[src/rtl/ysyx_23060180_mem_pkg.sv]
`default_nettype none
// ============================================================================
// Module      : ysyx_23060180_mem_pkg
// Description : Shared types and constants for the memory-port arbiter.
// Revision    : 1.0 - initial release
// ============================================================================
package ysyx_23060180_mem_pkg;

  // Arbiter sequencing states
  typedef enum logic [1:0] {
    ST_IDLE = 2'd0,
    ST_WAIT = 2'd1,
    ST_RESP = 2'd2
  } state_e;

  // Requester ids; also the bit positions in the request/grant vectors
  localparam logic REQ_IFU = 1'b0;
  localparam logic REQ_LSU = 1'b1;

  // Read data returned when a memory access times out
  localparam logic [31:0] DEFAULT_ERR_RDATA = 32'hDEAD_BEEF;

endpackage
`default_nettype wire

[src/rtl/ysyx_23060180_rr_arb2.sv]
`default_nettype none
// ============================================================================
// Module      : ysyx_23060180_rr_arb2
// Description : Two-way combinational arbiter producing a one-hot grant.
//               Ties go to LSU under fixed priority, otherwise to the
//               requester that did not win last time.
// Revision    : 1.0 - initial release
// ============================================================================
module ysyx_23060180_rr_arb2
  import ysyx_23060180_mem_pkg::*;
(
  input  logic [1:0] req,
  input  logic       last_grant,
  input  logic       fixed_prio,
  output logic [1:0] grant
);

  // A lone requester always wins; ties resolved by priority mode
  always_comb begin
    grant = 2'b00;
    if (req == 2'b11) begin
      if (fixed_prio || (last_grant == REQ_IFU)) begin
        grant = 2'b10;
      end else begin
        grant = 2'b01;
      end
    end else begin
      grant = req;
    end
  end

endmodule
`default_nettype wire

[src/rtl/ysyx_23060180_mem_arbiter.sv]
`default_nettype none
// ============================================================================
// Module      : ysyx_23060180_mem_arbiter
// Description : Shares the single memory port between IFU and LSU. Accepts
//               one request at a time, holds it on the memory port until
//               acknowledged (or timed out), then pulses a one-cycle response
//               to the winning requester.
// Revision    : 1.0 - initial release
// ============================================================================
module ysyx_23060180_mem_arbiter
  import ysyx_23060180_mem_pkg::*;
#(
  parameter logic        LSU_PRIORITY = 1'b0,
  parameter logic [15:0] TIMEOUT      = 16'd255,
  parameter logic [31:0] ERR_RDATA    = DEFAULT_ERR_RDATA
) (
  input  logic        clk,
  input  logic        rstn_in,
  input  logic        ifu_req_valid,
  output logic        ifu_req_ready,
  input  logic [31:0] ifu_addr,
  input  logic        lsu_req_valid,
  output logic        lsu_req_ready,
  input  logic [31:0] lsu_addr,
  input  logic        lsu_wen,
  input  logic [31:0] lsu_wdata,
  input  logic [3:0]  lsu_wmask,
  output logic        ifu_rsp_valid,
  output logic        lsu_rsp_valid,
  output logic [31:0] rsp_rdata,
  output logic        rsp_err,
  output logic        mem_req,
  output logic        mem_we,
  output logic [31:0] mem_addr,
  output logic [31:0] mem_wdata,
  output logic [3:0]  mem_wmask,
  input  logic        mem_ack,
  input  logic [31:0] mem_rdata
);

  state_e      r_state;
  state_e      w_state_nxt;
  logic [1:0]  w_req;
  logic [1:0]  w_grant;
  logic        w_accept;
  logic        r_last_grant;   // doubles as the owner of the in-flight request
  logic        r_we;
  logic [31:0] r_addr;
  logic [31:0] r_wdata;
  logic [3:0]  r_wmask;
  logic [15:0] r_tmo_cnt;
  logic [15:0] w_cnt_inc;
  logic        w_cnt_hit;
  logic [31:0] r_rsp_rdata;
  logic        r_rsp_err;

  assign w_req     = {lsu_req_valid, ifu_req_valid};
  assign w_accept  = (r_state == ST_IDLE) && (w_req != 2'b00);
  assign w_cnt_inc = r_tmo_cnt + 16'd1;
  // Timeout fires only when no ack arrives in the same cycle
  assign w_cnt_hit = (w_cnt_inc == TIMEOUT) && !mem_ack;

  ysyx_23060180_rr_arb2 u_arb (
    .req        (w_req),
    .last_grant (r_last_grant),
    .fixed_prio (LSU_PRIORITY),
    .grant      (w_grant)
  );

  assign mem_we    = r_we;
  assign mem_addr  = r_addr;
  assign mem_wdata = r_wdata;
  assign mem_wmask = r_wmask;
  assign rsp_rdata = r_rsp_rdata;
  assign rsp_err   = r_rsp_err;

  // State register; reset drops mem_req at once since it decodes from state
  always_ff @(posedge clk or negedge rstn_in) begin
    if (!rstn_in) begin
      r_state <= ST_IDLE;
    end else begin
      r_state <= w_state_nxt;
    end
  end

  // Next-state logic and handshake/strobe outputs
  always_comb begin
    w_state_nxt   = r_state;
    mem_req       = 1'b0;
    ifu_req_ready = 1'b0;
    lsu_req_ready = 1'b0;
    ifu_rsp_valid = 1'b0;
    lsu_rsp_valid = 1'b0;
    case (r_state)
      ST_IDLE: begin
        ifu_req_ready = w_grant[REQ_IFU];
        lsu_req_ready = w_grant[REQ_LSU];
        if (w_accept) begin
          w_state_nxt = ST_WAIT;
        end
      end
      ST_WAIT: begin
        mem_req = 1'b1;
        if (mem_ack || w_cnt_hit) begin
          w_state_nxt = ST_RESP;
        end
      end
      ST_RESP: begin
        ifu_rsp_valid = (r_last_grant == REQ_IFU);
        lsu_rsp_valid = (r_last_grant == REQ_LSU);
        w_state_nxt   = ST_IDLE;
      end
      default: begin
        w_state_nxt = ST_IDLE;
      end
    endcase
  end

  // Request latch on acceptance, timeout counting and response capture
  always_ff @(posedge clk or negedge rstn_in) begin
    if (!rstn_in) begin
      r_last_grant <= REQ_LSU;
      r_we         <= 1'b0;
      r_addr       <= 32'd0;
      r_wdata      <= 32'd0;
      r_wmask      <= 4'd0;
      r_tmo_cnt    <= 16'd0;
      r_rsp_rdata  <= 32'd0;
      r_rsp_err    <= 1'b0;
    end else begin
      case (r_state)
        ST_IDLE: begin
          if (w_accept) begin
            r_last_grant <= w_grant[REQ_LSU];
            r_tmo_cnt    <= 16'd0;
            if (w_grant[REQ_LSU]) begin
              r_addr  <= lsu_addr;
              r_we    <= lsu_wen;
              r_wdata <= lsu_wdata;
              r_wmask <= lsu_wmask;
            end else begin
              r_addr  <= ifu_addr;
              r_we    <= 1'b0;
              r_wdata <= 32'd0;
              r_wmask <= 4'd0;
            end
          end
        end
        ST_WAIT: begin
          if (mem_ack) begin
            r_rsp_rdata <= r_we ? 32'd0 : mem_rdata;
            r_rsp_err   <= 1'b0;
          end else begin
            r_tmo_cnt <= w_cnt_inc;
            if (w_cnt_hit) begin
              r_rsp_rdata <= ERR_RDATA;
              r_rsp_err   <= 1'b1;
            end
          end
        end
        default: begin
        end
      endcase
    end
  end

endmodule
`default_nettype wire

[config.mk]
export PLATFORM = sky130hd
export DESIGN_NAME = ysyx_23060180_mem_arbiter
export DESIGN_NICKNAME = d
export VERILOG_FILES = /design/src/rtl/ysyx_23060180_mem_pkg.sv /design/src/rtl/ysyx_23060180_rr_arb2.sv /design/src/rtl/ysyx_23060180_mem_arbiter.sv
export SDC_FILE = /design/constraint.sdc
export NUM_CORES = 1
export LEC_CHECK = 0
export ABC_AREA = 1
export BUFFER_PORTS_ARGS = -buffer_cell sky130_fd_sc_hd__buf_2
export CORE_UTILIZATION = 52
export CTS_CLUSTER_DIAMETER = 60
export DETAILED_ROUTE_END_ITERATION = 16
export HOLD_SLACK_MARGIN = 0.15
export PLACE_DENSITY = 0.86
export SYNTH_ARGS = -nofsm -noshare
export SYNTH_HDL_FRONTEND = slang
export SYNTH_SLANG_ARGS = --single-unit
[constraint.sdc]
create_clock -name clk -period 5.45 [get_ports clk]
set_input_delay 0.8175 -clock clk [delete_from_list [all_inputs] [get_ports clk]]
set_output_delay 0.8175 -clock clk [all_outputs]
set_load 0.05 [all_outputs]
; ---- Word-level counts from Yosys, hierarchy flattened
; Cells that the tools add are included.
[classes]
n_reduce_logical = 12
add_sub_neg = 1
eq_ne = 7
mux = 22
bitwise = 1
[ops]
columns = op, n
row1 = 2-to-1 mux 32 bit, 5
row2 = 2-to-1 mux 16 bit, 2
row3 = one-hot mux 16 bit (2 select lines), 1
row4 = adder 16 x 1 -> 16 bit (second input constant), 1
row5 = equality test 16 x 8 -> 1 bit (second input constant), 1
row6 = 2-to-1 mux 1 bit, 8
row7 = 2-to-1 mux 2 bit, 4
row8 = inequality test 2 bit (second input constant), 3
row9 = AND reduction 2 bit, 3
row10 = nonzero test 2 bit, 3
row11 = equality test 2 bit (second input constant), 2
row12 = 2-to-1 mux 4 bit, 1
row13 = one-hot mux 2 bit (2 select lines), 1
row14 = AND reduction 3 bit, 1
row15 = equality test 2 x 1 -> 1 bit (second input constant), 1
row16 = logical AND 1 bit, 2
row17 = zero test 2 bit, 1
row18 = zero test 1 bit, 1
row19 = logical OR 1 bit, 1
row20 = NOT 1 bit, 1
[totals]
ff_bits = 121
in_bits = 138

; ---- Depth between registers and ports, before layout
[depth]
depth_word = 6
ltp_mapped = 14
ltp_nobuf = 13

; ---- Hierarchy
; A second synthesis with hierarchy kept.
[unflattened]
hier_cells = 747
hier_area_um2 = 5998.3
[by_module_without_submodules]
columns = mod, cells_each, instances, area_per_inst_um2
row1 = ysyx_23060180_mem_arbiter, 737, 1, 5957.0
row2 = ysyx_23060180_rr_arb2, 10, 1, 41.3

; ---- Least setup slack after synthesis
; OpenSTA, ideal clock, no wires.
[synth_timing]
path_type = input -> output
start = input port ifu_req_valid
end = output port ifu_req_ready
stages = 2
slack_ns = 2.565
arrival_ns = 2.067
t_required_ns = 4.633
n_path_buf = 0
path_cell_list = inv_1 -> a211oi_1
[synth_via]
elab_chain_cells = 3
[synth_lines]
columns = element, line
row1 = from (decl), ysyx_23060180_mem_arbiter.sv:19  ; input logic ifu_req_valid,
row2 = equality test 2 bit, ysyx_23060180_rr_arb2.sv:21  ; if (req == 2'b11) begin
row3 = 2-to-1 mux 2 bit *, ysyx_23060180_rr_arb2.sv:21
row4 = 2-to-1 mux 1 bit *, ysyx_23060180_mem_arbiter.sv:94  ; case (r_state)
row5 = to (decl), ysyx_23060180_mem_arbiter.sv:20  ; output logic ifu_req_ready,
; Every way passes the cells marked *; elsewhere a longest branch is shown, timed or not.

; ---- Worst setup path in the final report
[layout_timing]
start = register r_last_grant
end = output port lsu_req_ready
[layout_via]
elab_chain_cells = 3
[layout_lines]
columns = element, line
row1 = from (decl), ysyx_23060180_mem_arbiter.sv:46  ; logic r_last_grant;
row2 = from (signal assigned), ysyx_23060180_mem_arbiter.sv:134  ; r_last_grant <= w_grant[REQ_LSU];
row3 = 2-to-1 mux 2 bit, ysyx_23060180_rr_arb2.sv:22  ; if (fixed_prio || (last_grant == REQ_IFU)) begin
row4 = 2-to-1 mux 2 bit, ysyx_23060180_rr_arb2.sv:21
row5 = 2-to-1 mux 1 bit, ysyx_23060180_mem_arbiter.sv:94
row6 = to (decl), ysyx_23060180_mem_arbiter.sv:23  ; output logic lsu_req_ready,
; Every way passes these cells.

==> flow_metrics.tcl <==
set metrics [dict create \
    initial_core_util_pct 53.4 \
    synth_area_per_cell_um2 8.89 \
    post_cts_resized 0 \
    crit_chain "inv_1 -> o21ai_2 -> buf_4 -> nor2_2 -> buf_4 -> buf_2" \
    maxSlewHeadroom_pct 25.4 \
    fin_crit_sh_pct 55.0 \
    crit_type "flip-flop to output port" \
    cts_hold_buf 0 \
    min_path_type "input port to asynchronous set/reset pin" \
    drtIter0Drc 451 \
    r2r_cells 13 \
    clk_pin_slew_ns 0.06 \
    io-pin-count 245 \
    drc 0 \
    end_kind "output port" \
    grt_usage_pct 28.1 \
    finClkSkew_ns 0.00879 \
    rsz0062_at_grt "false" \
    ys.flop_type "dfrtp_1" \
    grt_pass1_vias 5216 \
    ys_ff_latch 121 \
    ctsRootBufferMaster "clkbuf_8" \
    io_buffers 244 \
    synthArstFlopShare_pct 100 \
    finalSetupViolations 0 \
    wl_per_cell_um 15.4 \
    outcome "finished, final reports clean" \
    ctsHtreeMaxLevel 4 \
    synth_area_leader_cell "dfrtp_1" \
    cp.required_ns 4.63 \
    drv_slew 0 \
    critPathSlowestCell "dfstp_2" \
    fmax_mhz 334 \
    vias_per_cell 5.38 \
    cp_common_cell "buf_4" \
    instances_no_fill 1035 \
    grt_max_degree 70 \
    cap_viol_max_count 0 \
    grt.overflow.total 0 \
    period_needed_ns 3.00 \
    synth_nets 794 \
    finalHoldViolCount 0 \
    synth-seq-area-share_pct 52.1 \
    synth_edf_count 0 \
    cp_max_fo 39 \
    ys_types 32 \
    dp_hpwl_mm 11.0 \
    synth_top_area_share_pct 51.7 \
    globalplace.congestion 0.851 \
    ant_nets 0 \
    firstDrtPassIters 4 \
    die_y_um 108 \
    finalWirelength_mm 16.0 \
    netlist_instances 654 \
    tightestPinTransition_ns 1.12 \
    grt_pass1_wl_mm 25.2 \
    powerDensity_nw_per_um2 669 \
    rows 38 \
    fin_nets 1023 \
    ir_drop_v 0.000469 \
    cts_setup_buffers 0 \
    core-area_um2 10900 \
    clk_latency_ns 0.51 \
    drive_gt1_share_pct 37.7 \
    n_antenna_cell 0 \
    startpoint_type "flip-flop" \
    syn_area_um2 5810 \
    die-area_um2 11600 \
    cts_buffers 17 \
    finalSetupTns_ns 0 \
    ctsLongestPathBuffers 2 \
    vias 5567 \
    slowest_delay_ns 0.52 \
    ys.warnings.count 0 \
    cts.sinks 121 \
    die_w_um 108 \
    placed_cells 1004 \
    synthTopCellsByArea "dfrtp_1 (52%), nand2_1 (11%), a22o_1 (5.6%), nand3_2 (5.5%), o21ai_0 (5.3%)" \
    tritoncts "done" \
    p_leak_nw 4.03 \
    area_growth_syn_to_layout_pct 31.3 \
    crit_arrival_ns 2.18 \
    holdWs_ns 0.425 \
    antenna_found_initial 0 \
]
==> final cells by class <==
cell class	count	area (µm²)
fillers	853	3260
clock inverters	12	141
clock buffers	19	422
inverters	38	143
well taps	140	175
flip-flops and latches	121	3030
repair buffers	250	1270
multi-input cells	455	2450
==> sequential cells by signal, summed over array words and instances, names as in the netlist <==
signal,flops
r_last_grant,1
rsp_rdata,32
mem_wmask,4
r_state,2
mem_addr,32
r_tmo_cnt,16
mem_we,1
mem_wdata,32
rsp_err,1
==> final timing paths <==
check	startpoint	endpoint	slack [ns]
max	r_last_grant$_DFFE_PN1P_	lsu_req_ready	2.45
min	rstn_in	r_tmo_cnt[10]$_DFFE_PN0P_	0.43
max reg2reg	r_tmo_cnt[0]$_DFFE_PN0P_	rsp_rdata[0]$_DFFE_PN0P_	2.98
min in group clk	mem_addr[15]$_DFFE_PN0P_	mem_addr[15]$_DFFE_PN0P_	0.48
min reg2reg	mem_addr[15]$_DFFE_PN0P_	mem_addr[15]$_DFFE_PN0P_	0.48
max in group asynchronous	rstn_in	mem_wdata[17]$_DFFE_PN0P_	3.83
==> per-layer routing <==
layer  GRT usage [%]  share of wire [%]
met5               0                  0
met4            13.4                3.6
met3            7.32                6.7
met2            47.3                 51
met1            33.5                 39
==> report_power, final <==
| part | switching (mW) | internal [mW] | total [mW] |
|---|---|---|---|
| sequential | 0.216 | 1.26 | 1.48 |
| combinational | 1.97 | 0.589 | 2.56 |
| clock | 0.408 | 0.654 | 1.06 |
==> Yosys cell counts (10+ instances only) <==
| cell type | count |
|---|---|
| a22o_1 | 37 |
| dfrtp_1 | 120 |
| clkbuf_1 | 26 |
| nand3_1 | 39 |
| nor2_1 | 57 |
| nand3_2 | 32 |
| nand2_1 | 164 |
| nand4_1 | 14 |
| o21ai_0 | 62 |
| inv_1 | 35 |
| o21ai_1 | 10 |
| o22ai_1 | 12 |
==> metrics by stage <==
step	util (%)	total power [mW]	cell area (µm²)	setup WS, ns
floorplan	-	3.40	5810	2.57
global placement	64.9	4.00	7070	2.54
detailed placement	64.9	4.05	7070	2.53
CTS	70.1	5.13	7630	2.46
global route	70.1	5.36	7630	2.37
finish	70.1	5.10	7630	2.45
==> cell usage in the layout (no fill, tap or decap), types with 2 or more instances in the layout <==
| cell type | Yosys | routed |
|---|---|---|
| nor2_2 | 5 | 6 |
| nand4_1 | 14 | 14 |
| clkinv_4 | 0 | 3 |
| inv_2 | 1 | 2 |
| o21ai_0 | 62 | 62 |
| dfrtp_1 | 120 | 120 |
| inv_1 | 35 | 35 |
| buf_2 | 7 | 243 |
| bufinv_16 | 0 | 2 |
| clkbuf_16 | 0 | 16 |
| clkinvlp_4 | 0 | 2 |
| inv_6 | 0 | 4 |
| nor2_4 | 4 | 4 |
| clkbuf_1 | 26 | 2 |
| o22ai_1 | 12 | 12 |
| nand2_2 | 6 | 6 |
| nor2_1 | 57 | 56 |
| o21ai_1 | 10 | 9 |
| nand3_1 | 39 | 39 |
| ha_1 | 2 | 2 |
| nor3_1 | 2 | 2 |
| a22o_1 | 37 | 37 |
| o21ai_2 | 1 | 2 |
| nand2_1 | 164 | 164 |
| buf_4 | 0 | 7 |
| nand3_2 | 32 | 32 |
==> cell families (layout without fill, tap and decap cells) <==
| family | Yosys count | in the layout | synth area share [%] |
|---|---|---|---|
| AOI/OAI and AO/OA | 126 | 126 | 13.9 |
| DFF | 121 | 121 | 52.1 |
| buffers and inverters | 78 | 319 | 5.83 |
| xor gates and xnor gates | 1 | 1 | 0.151 |
| adders and majority gates | 2 | 2 | 0.431 |
| and+or+nand+nor | 326 | 326 | 27.6 |
==> worst max-delay path, delay by kind of cell, from the launching register on <==
kind,cells,cell delay [ns]
DFF,1,0.52
buffers and inverters,4,0.93
and+or+nand+nor,1,0.05
AOI/OAI and AO/OA,1,0.15
(Power assumes the default switching activity.)
